<file path="config.mk">
export PLATFORM = sky130hd
export DESIGN_NAME = sdram_minmax_scanner
export DESIGN_NICKNAME = d
export VERILOG_FILES = /design/src/rtl/sdram_minmax_scanner.sv
export SDC_FILE = /design/constraint.sdc
export NUM_CORES = 1
export LEC_CHECK = 0
export ABC_AREA = 1
export BUFFER_PORTS_ARGS = -buffer_cell sky130_fd_sc_hd__buf_4
export CORE_ASPECT_RATIO = 2
export CORE_MARGIN = 8
export CORE_UTILIZATION = 44
export CTS_CLUSTER_DIAMETER = 50
export DETAILED_ROUTE_END_ITERATION = 8
export HOLD_SLACK_MARGIN = 0.02
export PLACE_DENSITY = 0.62
export SETUP_SLACK_MARGIN = 0.15
export SLEW_MARGIN = 10
export SYNTH_ARGS = -nofsm -noshare
export SYNTH_HDL_FRONTEND = slang
export SYNTH_SLANG_ARGS = --single-unit
</file>
<file path="constraint.sdc">
create_clock -name clk -period 4.7 [get_ports clk]
set_input_delay 0.235 -clock clk [delete_from_list [all_inputs] [get_ports clk]]
set_output_delay 0.235 -clock clk [all_outputs]
set_load 0.02 [all_outputs]
</file>
<file path="src/rtl/sdram_minmax_scanner.sv">
// rtl/sdram_minmax_scanner.sv - Avalon-MM memory scanner that finds unsigned min/max over a word range.
// Optionally writes the min and max back to memory once the scan completes.
module sdram_minmax_scanner #(
    parameter int DATA_W  = 16,
    parameter int ADDR_W  = 32,
    parameter int MAX_OUT = 4,
    parameter int LEN_W   = 16
) (
    input  logic                  clk,
    input  logic                  reset,
    input  logic                  start,
    input  logic                  mode,
    input  logic [ADDR_W-1:0]     base_addr,
    input  logic [LEN_W-1:0]      length,
    input  logic [ADDR_W-1:0]     result_addr,
    output logic [ADDR_W-1:0]     address,
    output logic                  read,
    output logic                  write,
    output logic [DATA_W/8-1:0]   byteenable,
    output logic [DATA_W-1:0]     writedata,
    input  logic                  waitrequest,
    input  logic                  readdatavalid,
    input  logic [DATA_W-1:0]     readdata,
    output logic                  busy,
    output logic                  done,
    output logic [DATA_W-1:0]     min_val,
    output logic [DATA_W-1:0]     max_val,
    output logic [LEN_W-1:0]      word_count
);

    localparam logic [ADDR_W-1:0] STEP    = ADDR_W'(DATA_W / 8);
    localparam logic [LEN_W-1:0]  OUT_LIM = LEN_W'(MAX_OUT);

    typedef enum logic [2:0] {
        S_IDLE,
        S_READ,
        S_WR_MIN,
        S_WR_MAX,
        S_DONE
    } state_t;

    state_t              state_q, state_d;
    logic                mode_q, mode_d;
    logic [LEN_W-1:0]    len_q, len_d;
    logic [ADDR_W-1:0]   res_q, res_d;
    logic [ADDR_W-1:0]   rd_addr_q, rd_addr_d;
    logic [LEN_W-1:0]    issued_q, issued_d;
    logic [LEN_W-1:0]    received_q, received_d;
    logic [DATA_W-1:0]   min_q, min_d;
    logic [DATA_W-1:0]   max_q, max_d;

    logic [LEN_W-1:0]    outstanding;
    logic                rd_req;
    logic                rd_acc;
    logic                rd_ret;

    // Issue decision uses registered counts only, so it cannot change during a stall.
    assign outstanding = issued_q - received_q;
    assign rd_req      = (state_q == S_READ) && (issued_q < len_q) && (outstanding < OUT_LIM);
    assign rd_acc      = rd_req && !waitrequest;
    assign rd_ret      = (state_q == S_READ) && readdatavalid;

    always_ff @(posedge clk or posedge reset) begin
        if (reset) begin
            state_q    <= S_IDLE;
            mode_q     <= 1'b0;
            len_q      <= '0;
            res_q      <= '0;
            rd_addr_q  <= '0;
            issued_q   <= '0;
            received_q <= '0;
            min_q      <= '1;
            max_q      <= '0;
        end else begin
            state_q    <= state_d;
            mode_q     <= mode_d;
            len_q      <= len_d;
            res_q      <= res_d;
            rd_addr_q  <= rd_addr_d;
            issued_q   <= issued_d;
            received_q <= received_d;
            min_q      <= min_d;
            max_q      <= max_d;
        end
    end

    always_comb begin
        state_d    = state_q;
        mode_d     = mode_q;
        len_d      = len_q;
        res_d      = res_q;
        rd_addr_d  = rd_addr_q;
        issued_d   = issued_q;
        received_d = received_q;
        min_d      = min_q;
        max_d      = max_q;

        case (state_q)
            S_IDLE: begin
                if (start) begin
                    mode_d     = mode;
                    len_d      = length;
                    res_d      = result_addr;
                    rd_addr_d  = base_addr;
                    issued_d   = '0;
                    received_d = '0;
                    min_d      = '1;
                    max_d      = '0;
                    state_d    = (length == '0) ? S_DONE : S_READ;
                end
            end
            S_READ: begin
                if (rd_acc) begin
                    issued_d  = issued_q + LEN_W'(1);
                    rd_addr_d = rd_addr_q + STEP;
                end
                if (rd_ret) begin
                    received_d = received_q + LEN_W'(1);
                    if (readdata < min_q) begin
                        min_d = readdata;
                    end
                    if (readdata > max_q) begin
                        max_d = readdata;
                    end
                    if ((received_q + LEN_W'(1)) == len_q) begin
                        state_d = mode_q ? S_WR_MIN : S_DONE;
                    end
                end
            end
            S_WR_MIN: begin
                if (!waitrequest) begin
                    state_d = S_WR_MAX;
                end
            end
            S_WR_MAX: begin
                if (!waitrequest) begin
                    state_d = S_DONE;
                end
            end
            S_DONE: begin
                if (!start) begin
                    state_d = S_IDLE;
                end
            end
            default: state_d = S_IDLE;
        endcase
    end

    always_comb begin
        address   = '0;
        writedata = '0;
        case (state_q)
            S_READ:   address = rd_addr_q;
            S_WR_MIN: begin
                address   = res_q;
                writedata = min_q;
            end
            S_WR_MAX: begin
                address   = res_q + STEP;
                writedata = max_q;
            end
            default: begin
                address   = '0;
                writedata = '0;
            end
        endcase
    end

    assign read       = rd_req;
    assign write      = (state_q == S_WR_MIN) || (state_q == S_WR_MAX);
    assign byteenable = '1;
    assign busy       = (state_q != S_IDLE) && (state_q != S_DONE);
    assign done       = (state_q == S_DONE);
    assign min_val    = min_q;
    assign max_val    = max_q;
    assign word_count = received_q;

endmodule

</file>
==> impl_metrics.py, run 1 <==
metrics = {
    "clock_network": {
        "htree_num_levels": 4,
        "clock_latency_ps": 450,
        "cts_num_sinks": 148,
        "numCtsBuffers": 17,
        "cts_tree": "done",
        "cts_buffer_depth": 2,
        "cts_root_buffer": "clkbuf_16",
        "cts_resized": 0,
        "clkTransAtPathRegs_ps": 70,
    },
    "timing": {
        "final.min_clock_period_ps": 3670,
        "finalClockSkew_ps": 8.92,
        "worst_pin_slew_ps": 1060,
        "tns_ps": 0,
        "setup_violations": 0,
        "finalCritPeriodShare_pct": 78.1,
        "rsz0062_at_grt": "no",
        "hold_viol": 0,
        "maxSlewHeadroom_pct": 29.4,
        "timing.fmax_mhz": 272,
        "slew_violations": 0,
    },
    "yosys": {
        "synth_seq_area_share_pct": 33.3,
        "ys_warn_count": 0,
        "synth_cell_types": 45,
        "synthArstFlopShare_pct": 100,
        "netlist_instances": 1616,
        "ys.flop_type": "dfrtp_1",
        "synth.ff_latch_count": 148,
        "synth-edff-count": 0,
        "avgSynthCellArea_um2": 6.92,
        "netlist_area_mm2": 0.0112,
    },
    "critical_path": {
        "endpoint_kind": "flip-flop",
        "required_ps": 5060,
        "path_max_fanout": 49,
        "path_cells": "nor2_1, inv_1, nor2_1, inv_1, or2_2, o21ai_1, a21oi_2, inv_2, a21oi_2, buf_4, nand3_1, o21ai_0",
        "r2r-start": "state_q[1]$_DFFE_PP0P_",
        "startpoint": "state_q[1]$_DFFE_PP0P_",
        "crit_family": "compound AO/OA/AOI/OAI gates",
        "rrSetupSlack_ps": 1030,
        "max_stage_delay_ps": 840,
        "r2r-end": "max_val[12]$_DFFE_PP0P_",
        "crit_path_start_kind": "flip-flop",
        "ff2ff_path_depth": 12,
        "critical_path_cell_count": 12,
        "cpMaxStageDelayCell": "or2_2",
        "path_class": "reg2reg",
        "critPathBufInv": 4,
        "arrival_ps": 4040,
    },
    "placed_design": {
        "gp_congestion": 0.964,
        "dp_hpwl_um": 34600,
        "port_buffers": 201,
    },
    "pwr": {
        "irDropWorstVdd_uv": 471,
        "p_per_area_mw_per_mm2": 724,
        "switching_share_pct": 53.2,
        "clockPowerShare_pct": 14.5,
        "p_comb_share_pct": 61.5,
        "power_frac_seq_pct": 24.0,
        "p_leak_uw": 0.00678,
        "p_switching_uw": 5250,
        "internal_power_uw": 4610,
    },
    "route": {
        "drt-vias-per-instance": 5.56,
        "ant_nets": 0,
        "vias": 11900,
        "drt_first_pass_iters": 8,
        "drt_iter0_markers": 749,
        "wl_per_cell_um": 20.7,
        "drc": 0,
        "wirelength_um": 44300,
    },
    "cells_and_area": {
        "area_delta_synth_final_pct": 21.8,
        "seq_area_mm2": 0.00372,
        "final_util_pct": 54.4,
        "fin_nets": 1962,
        "fill_cells": 2594,
        "multi_input_area_mm2": 0.00631,
        "drive_gt1_share_pct": 16.1,
        "insertedDiodeCount": 0,
    },
    "die": {
        "io_pins": 204,
        "dieArea_mm2": 0.0311,
        "die_w_um": 129,
        "die_y_um": 241,
        "initial_core_util_pct": 44.7,
        "placementRows": 82,
        "core-area_mm2": 0.0250,
    },
    "grt": {
        "grtUsageTotal_pct": 29.1,
        "grt_max_degree": 91,
        "grt-ovfl-total": 0,
        "antenna_found_initial": 0,
        "grt_pass1_vias": 12100,
        "grt_pass1_wl_um": 67400,
    },
    "min_path": {
        "min_path_type": "in2reg",
        "whs_endpoint": "res_q[10]$_DFFE_PP0P_",
        "holdCritStartpoint": "result_addr[10]",
        "worstHoldPathCells": 3,
    },
    "flow_run": {
        "maxCapViolCount": 0,
    },
    "run_status": {
        "status": "finished, final reports clean",
    },
}
-- per-stage QoR --
stage	hold WS, ps	total power, µW	area [µm²]	setup slack (ps)	cells
6_report	39.0	9860	13600	1030	2145
3_5_place_dp	401	8420	13000	1080	2106
2_1_floorplan	370	6320	11200	512	1617
5_1_grt	23.0	10600	13600	659	2145
3_3_place_gp	404	8350	13000	1060	2106
4_1_cts	20.0	9880	13600	1060	2145
-- power groups by stage --
| stage | clock [µW] | sequential [µW] | combinational, µW |
|---|---|---|---|
| final | 1430 | 2360 | 6070 |
| after global routing | 1500 | 2430 | 6700 |
| after CTS | 1450 | 2350 | 6070 |
| after detailed placement | 0 | 2360 | 6060 |
| after global placement | 0 | 2360 | 5990 |
| after floorplan | 0 | 2400 | 3920 |
-- how the worst max path moves through the flow --
stage	slack [ps]	endpoint
global placement	1060	max_val[7]$_DFFE_PP0P_
CTS	1060	max_val[12]$_DFFE_PP0P_
floorplan	510	issued_q[0]$_DFFE_PP0P_
detailed placement	1080	max_val[12]$_DFFE_PP0P_
finish	1030	max_val[12]$_DFFE_PP0P_
global route	660	max_val[8]$_DFFE_PP0P_
-- layout make-up --
class / count / area share (%)
well taps: 336 / 3.09
flip-flops and latches: 148 / 27.3
repair buffers: 223 / 12.4
clock buffers: 20 / 3.35
multi-input cells: 1175 / 46.4
clock inverters: 12 / 1.06
inverters: 231 / 6.40
-- cells in the mapped netlist, types with 28 or more instances --
master / instances / area share (%)
o21ai_0: 70 / 3.1
xor2_1: 29 / 2.3
inv_1: 227 / 7.6
nand4_1: 72 / 4.0
nand3_1: 116 / 5.2
dfrtp_1: 132 / 30
o211ai_1: 35 / 2.3
ha_1: 64 / 7.2
nor3_1: 38 / 1.7
clkbuf_1: 41 / 1.4
a21oi_1: 79 / 3.5
nand2_1: 395 / 13
o22ai_1: 28 / 1.6
nor2_1: 148 / 5.0
-- cell families (layout without fill, tap and decap cells) --
group           count (synthesis)  after routing  synth area share, %
compound gates                250            250                 13.3
xor+xnor                       39             39                 3.18
fa+ha+maj                      64             64                 7.16
buf+inv                       294            486                 10.4
flops                         148            148                 33.3
mux                            10             10                 1.01
other cells                     1              2               0.0335
simple gates                  810            810                 31.7
-- state kept, by name, indices dropped and copies added, names as in the netlist --
name / cells
rd_addr_q: 32
res_q: 32
issued_q: 16
len_q: 16
max_val: 16
min_val: 16
word_count: 16
state_q: 3
mode_q: 1
-- cell usage in the layout (no fill, tap or decap), types with 2 or more instances in the layout --
cell type      count
o22ai_1           28
clkbuf_16         17
or2_2              6
o21ai_1            3
a22oi_1            2
inv_2              3
clkinvlp_4         5
a21boi_0           2
dfstp_2           16
a21oi_2            3
o31ai_1            4
ha_1              64
dfrtp_1          132
xnor2_1            9
conb_1             2
o211ai_1          35
and3_1             2
nand4_1           72
nand3b_1           8
nor2_1           148
xor2_1            29
nor3b_1            4
o21a_1             2
buf_4            216
o21ai_0           70
inv_6              4
a31oi_1            3
nand2_1          394
mux2_2            10
o221ai_1          15
nand2_2            3
nor3_1            38
a21oi_1           79
clkbuf_8           2
inv_1            226
nand3_1          116
bufinv_16          2
dlygate4sd3_1      7
nor4_1            16
-- tightest hold or removal path, stage by stage --
cell	delay [ps]
buf_4	80
nor2_1	30
a21oi_1	100
-- repair_timing --
item | 4_1_cts | 5_1_grt
buffers inserted | 0 | 0
hold buffers | 7 | 0
hold endpoints to repair | 69 | 0
-- routing by layer --
layer  GRT usage (%)  part of all wire, %  up-vias
li1                -                    -     5751
met1            25.5                   32     5560
met2            53.2                   53      463
met3            6.50                  5.6      151
met4            27.7                  9.9        0
met5               0                    0        -
No activity file was read; power rests on OpenSTA's default activity.
==> inputs of run 2 (changes only) <==
--- a/config.mk
+++ b/config.mk
@@ -13,7 +13,7 @@
 export CTS_CLUSTER_DIAMETER = 50
 export DETAILED_ROUTE_END_ITERATION = 8
 export HOLD_SLACK_MARGIN = 0.02
-export PLACE_DENSITY = 0.62
+export PLACE_DENSITY = 0.65
 export SETUP_SLACK_MARGIN = 0.15
 export SLEW_MARGIN = 10
 export SYNTH_ARGS = -nofsm -noshare
==> constraint.sdc (replaced) <==
create_clock -name clk -period 3 [get_ports clk]
set_input_delay 0.15 -clock clk [delete_from_list [all_inputs] [get_ports clk]]
set_output_delay 0.15 -clock clk [all_outputs]
set_load 0.02 [all_outputs]
==> impl_metrics.py, run 2 (synthesis gave the netlist of run 1 again) <==
metrics = {
    "grt": {
        "gr-max-usage-layer": "met2",
        "antenna_found_initial": 0,
        "grt.met1_usage_pct": 26.0,
        "grt_pass1_vias": 13100,
        "grt-ovfl-total": 0,
        "grtUsageTotal_pct": 30.2,
        "grt_pass1_wl_um": 71000,
        "grt_util_met2_pct": 56.5,
        "gr-usage-met3_pct": 6.26,
        "grt_max_degree": 63,
    },
    "timing": {
        "maxSlewHeadroom_pct": 50.7,
        "tns_ps": 0,
        "finalClockSkew_ps": 7.89,
        "timing.fmax_mhz": 359,
        "setup_violations": 0,
        "finalCritPeriodShare_pct": 92.8,
        "worst_slack_ps": 217,
        "worst_pin_slew_ps": 740,
        "slew_violations": 0,
        "rsz0062_at_grt": "yes",
        "hold_viol": 0,
        "final.min_clock_period_ps": 2780,
        "hold_slack_ps": 68.7,
    },
    "pwr": {
        "p_per_area_mw_per_mm2": 1100,
        "p_leak_uw": 0.00761,
        "irDropWorstVdd_uv": 886,
    },
    "cells_and_area": {
        "reg_top3": "rd_addr_q (32), res_q (32)",
        "fin_nets": 2118,
        "final_util_pct": 62.6,
        "area_delta_synth_final_pct": 40.0,
        "final_common_cell": "nand2_1",
        "insertedDiodeCount": 0,
        "final_cells": 2300,
        "final_cell_mix": "nand2_1 (363), buf_4 (295), inv_1 (201), nor2_1 (133), dfrtp_1 (129)",
        "drive_gt1_share_pct": 25.3,
    },
    "die": {
        "dieArea_mm2": 0.0311,
        "io_pins": 204,
        "die_w_um": 129,
        "initial_core_util_pct": 44.7,
        "core-area_mm2": 0.0250,
        "die_y_um": 241,
        "placementRows": 82,
    },
    "clock_network": {
        "clock_latency_ps": 440,
        "cts_root_buffer": "clkbuf_16",
        "cts_num_sinks": 148,
        "cts_buffer_depth": 2,
        "cts_tree": "done",
        "numCtsBuffers": 17,
        "htree_num_levels": 4,
        "clkTransAtPathRegs_ps": 60,
    },
    "critical_path": {
        "path_max_fanout": 14,
        "endpoint_kind": "primary output",
        "arrival_ps": 2630,
        "crit_path_start_kind": "flip-flop",
        "crit_family": "buffers and inverters",
        "cpMaxStageDelayCell": "clkinv_1",
        "path_class": "reg2out",
        "max_stage_delay_ps": 530,
        "required_ps": 2850,
        "critPathBufInv": 4,
        "crit_top_cell": "buf_4",
        "path_cells": "inv_2, nand2_2, nor2_1, clkinv_1, buf_4, o22ai_1, buf_4",
    },
    "route": {
        "drt_iter0_markers": 705,
        "vias": 12900,
        "drt_first_pass_iters": 6,
        "wirelength_um": 47900,
        "wl_per_cell_um": 20.8,
        "drc": 0,
        "ant_nets": 0,
        "drt-vias-per-instance": 5.61,
    },
    "min_path": {
        "min_path_type": "in2reg",
    },
    "placed_design": {
        "gp_congestion": 0.938,
        "dp_hpwl_um": 35300,
        "port_buffers": 201,
        "dp_slack_ps": -138,
        "place_inst": 2146,
    },
    "run_status": {
        "status": "finished, final reports clean",
    },
    "flow_run": {
        "maxCapViolCount": 0,
    },
}
run 2: tightest hold or removal path, delay by kind of cell:
kind | cells | cell delay, ps
simple gates | 4 | 240
buf+inv | 1 | 80
run 2: per-stage QoR:
stage                     cell area (µm²)  power (µW)
after floorplan                     11200        9900
after global placement              13300       13300
after detailed placement            13300       13500
after CTS                           15000       16100
after global routing                15700       18400
final                               15700       17200
run 2: what timing repair did:
action / in CTS / in global routing
hold buffers: 68 / 0
pin swaps: 5 / 50
setup endpoints to repair: 106 / 93
cloned: 1 / 7
setup buffers: 13 / 34
endpoints found under the hold margin: 104 / 0
gates resized for setup: 60 / 88
run 2: final timing paths:
path | from | end | slack, ps | cells after the start
min in group asynchronous | reset | len_q[1]$_DFFE_PP0P_ | 370 | 3
max in group asynchronous | reset | min_val[8]$_DFFE_PP1P_ | 1860 | 4
setup reg to reg | word_count[5]$_DFFE_PP0P_ | issued_q[2]$_DFFE_PP0P_ | 290 | 21
hold / removal | base_addr[4] | rd_addr_q[4]$_DFFE_PP0P_ | 70 | 5
hold reg to reg | rd_addr_q[31]$_DFFE_PP0P_ | rd_addr_q[31]$_DFFE_PP0P_ | 490 | 2
setup / recovery | state_q[2]$_DFFE_PP0P_ | writedata[7] | 220 | 7
run 2: per-layer routing:
layer  vias to the layer above  routed length, µm
li1                       6076                  -
met1                      6100              15000
met2                       558              25500
met3                       180               2730
met4                         0               4620
met5                         -                  0
run 2: area by class of cell:
class	instances	area, µm²
fill	2348	9370
timing repair inverter	1	7.51
inverter	231	877
timing repair buffer	377	3150
multi-input combinational	1176	6860
clock buffer	18	429
clock inverter	13	199
sequential	148	3730
tap	336	420
run 2: power breakdown:
group          internal, µW  total [µW]  switching, µW
logic                  3900       11200           7320
registers              2930        3670            749
clock network          1410        2360            951
total                  8230       17200           9020
==> inputs of run 3 (changes only) <==
--- a/config.mk
+++ b/config.mk
@@ -8,12 +8,12 @@
 export ABC_AREA = 1
 export BUFFER_PORTS_ARGS = -buffer_cell sky130_fd_sc_hd__buf_4
 export CORE_ASPECT_RATIO = 2
-export CORE_MARGIN = 8
+export CORE_MARGIN = 2
 export CORE_UTILIZATION = 44
 export CTS_CLUSTER_DIAMETER = 50
 export DETAILED_ROUTE_END_ITERATION = 8
 export HOLD_SLACK_MARGIN = 0.02
-export PLACE_DENSITY = 0.65
+export PLACE_DENSITY_LB_ADDON = 0.08
 export SETUP_SLACK_MARGIN = 0.15
 export SLEW_MARGIN = 10
 export SYNTH_ARGS = -nofsm -noshare
==> impl_metrics.py, run 3 (synthesis gave the netlist of run 1 again) <==
metrics = {
    "timing": {
        "rsz0062_at_grt": "yes",
        "hold_viol": 0,
        "worst_slack_ps": 99.3,
        "maxSlewHeadroom_pct": 43.5,
        "worst_pin_slew_ps": 846,
        "finalCritPeriodShare_pct": 96.7,
        "timing.fmax_mhz": 345,
        "setup_violations": 0,
        "finalClockSkew_ps": 8.49,
        "slew_violations": 0,
        "final.min_clock_period_ps": 2900,
    },
    "critical_path": {
        "path_max_fanout": 4,
        "path_class": "reg2out",
        "crit_path_start_kind": "flip-flop",
        "r2r-start": "word_count[11]$_DFFE_PP0P_",
        "max_stage_delay_ps": 410,
        "ff2ff_path_depth": 17,
        "cpMaxStageDelayCell": "dfrtp_1",
        "endpoint_kind": "primary output",
        "r2r-end": "rd_addr_q[2]$_DFFE_PP0P_",
        "path_cells": "ha_2, nand4_1, nor2_2, nand3_2, nor2_4, nand2_2, nor2_4, nand2_2, nor2_4, nand2_1, inv_2, or2_2, nand3_2, nand3_2, buf_6",
        "required_ps": 2850,
        "arrival_ps": 2750,
        "rrSetupSlack_ps": 240,
    },
    "pwr": {
        "clockPowerShare_pct": 13.3,
        "power_frac_seq_pct": 21.7,
        "internal_power_uw": 7980,
        "switching_share_pct": 52.7,
        "p_comb_share_pct": 65.0,
        "irDropWorstVdd_uv": 673,
        "p_switching_uw": 8890,
        "p_leak_uw": 0.00754,
        "p_per_area_mw_per_mm2": 1090,
    },
    "cells_and_area": {
        "final_util_pct": 61.7,
        "fill_cells": 2433,
        "area_delta_synth_final_pct": 38.1,
        "insertedDiodeCount": 0,
        "final_cell_mix": "nand2_1 (368), buf_4 (280), inv_1 (204), nor2_1 (133), dfrtp_1 (129)",
        "final_common_cell": "nand2_1",
        "reg_top3": "rd_addr_q (32), res_q (32)",
        "fin_nets": 2104,
        "drive_gt1_share_pct": 24.3,
        "final_cells": 2287,
        "seq_area_mm2": 0.00373,
        "multi_input_area_mm2": 0.00676,
    },
    "min_path": {
        "worstHoldPathCells": 5,
        "min_path_type": "in2reg",
        "whs_endpoint": "rd_addr_q[4]$_DFFE_PP0P_",
        "holdCritStartpoint": "base_addr[4]",
    },
    "placed_design": {
        "port_buffers": 201,
        "gp_congestion": 0.962,
        "place_inst": 2155,
        "dp_hpwl_um": 34000,
        "dp_slack_ps": 157,
    },
    "die": {
        "io_pins": 204,
        "dieArea_mm2": 0.0268,
        "die_w_um": 117,
        "die_y_um": 229,
        "placementRows": 82,
        "initial_core_util_pct": 44.7,
        "core-area_mm2": 0.0250,
    },
    "route": {
        "vias": 12600,
        "drc": 0,
        "drt_first_pass_iters": 5,
        "wl_per_cell_um": 20.4,
        "drt-vias-per-instance": 5.53,
        "drt_iter0_markers": 834,
        "ant_nets": 0,
        "wirelength_um": 46600,
    },
    "grt": {
        "antenna_found_initial": 0,
        "grt_max_degree": 67,
        "grt_pass1_vias": 12700,
        "grtUsageTotal_pct": 34.4,
        "grt_pass1_wl_um": 68800,
        "grt-ovfl-total": 0,
    },
    "clock_network": {
        "cts_num_sinks": 148,
        "numCtsBuffers": 17,
        "cts_root_buffer": "clkbuf_16",
        "htree_num_levels": 4,
        "cts_buffer_depth": 2,
        "clock_latency_ps": 450,
        "cts_tree": "done",
        "clkTransAtPathRegs_ps": 70,
    },
    "flow_run": {
        "maxCapViolCount": 0,
    },
    "run_status": {
        "status": "finished, final reports clean",
    },
}
[run 3: worst max-delay path by stage]
stage / to / depth (start not counted) / from / slack, ps
after floorplan: read / 11 / word_count[8]$_DFFE_PP0P_ / 330
after global placement: issued_q[15]$_DFFE_PP0P_ / 16 / issued_q[14]$_DFFE_PP0P_ / 180
after detailed placement: rd_addr_q[2]$_DFFE_PP0P_ / 17 / len_q[15]$_DFFE_PP0P_ / 160
after CTS: read / 14 / word_count[4]$_DFFE_PP0P_ / 70
after global routing: read / 14 / word_count[10]$_DFFE_PP0P_ / -8
final: address[27] / 15 / res_q[2]$_DFFE_PP0P_ / 100
[run 3: critical path, delay by kind of cell (launching register included)]
family                   cells  cell delay (ps)
flip-flops                   1              410
adder cells (fa/ha/maj)      1              220
buffers and inverters        2              180
AND/OR/NAND/NOR             12             1500
[run 3: timing repair]
action | CTS | global route
cloned | 0 | 7
resized for setup | 33 | 102
pin swaps | 4 | 28
setup buffers | 4 | 21
hold buffers | 68 | 0
endpoints found under the hold margin | 113 | 0
endpoints found under the setup margin | 19 | 108
[run 3: cell type report]
cell class                 count  share of cell area, %
timing repair buffer         364                   19.8
clock inverter                14                   1.07
sequential                   148                   24.1
multi-input combinational   1175                   43.8
timing repair inverter         1                 0.0486
inverter                     231                   5.72
tap                          336                   2.72
clock buffer                  18                   2.78
[run 3: power groups by stage]
stage	logic (µW)	registers, µW	clock network, µW
3_5_place_dp	9820	3640	0
2_1_floorplan	6140	3760	0
3_3_place_gp	9720	3630	0
6_report	11000	3660	2250
5_1_grt	11900	3750	2340
4_1_cts	10000	3620	2260
[run 3: stage by stage]
| stage | setup TNS, ps | hold WS (ps) | instance area, µm² | total power, µW |
|---|---|---|---|---|
| finish | 0 | 68.4 | 15400 | 16900 |
| global route | -9.79 | 91.8 | 15400 | 18000 |
| CTS | 0 | 54.9 | 14800 | 15900 |
| detailed placement | 0 | 358 | 13400 | 13500 |
| global placement | 0 | 357 | 13400 | 13300 |
| floorplan | 0 | 285 | 11200 | 9900 |
[run 3: routing by layer]
layer / up-vias / global-route usage, % / share of wire (%)
li1: 6035 / - / -
met1: 5948 / 31.9 / 32
met2: 494 / 61.7 / 53
met3: 170 / 5.85 / 5.1
met4: 0 / 30.6 / 11
met5: - / 0 / 0
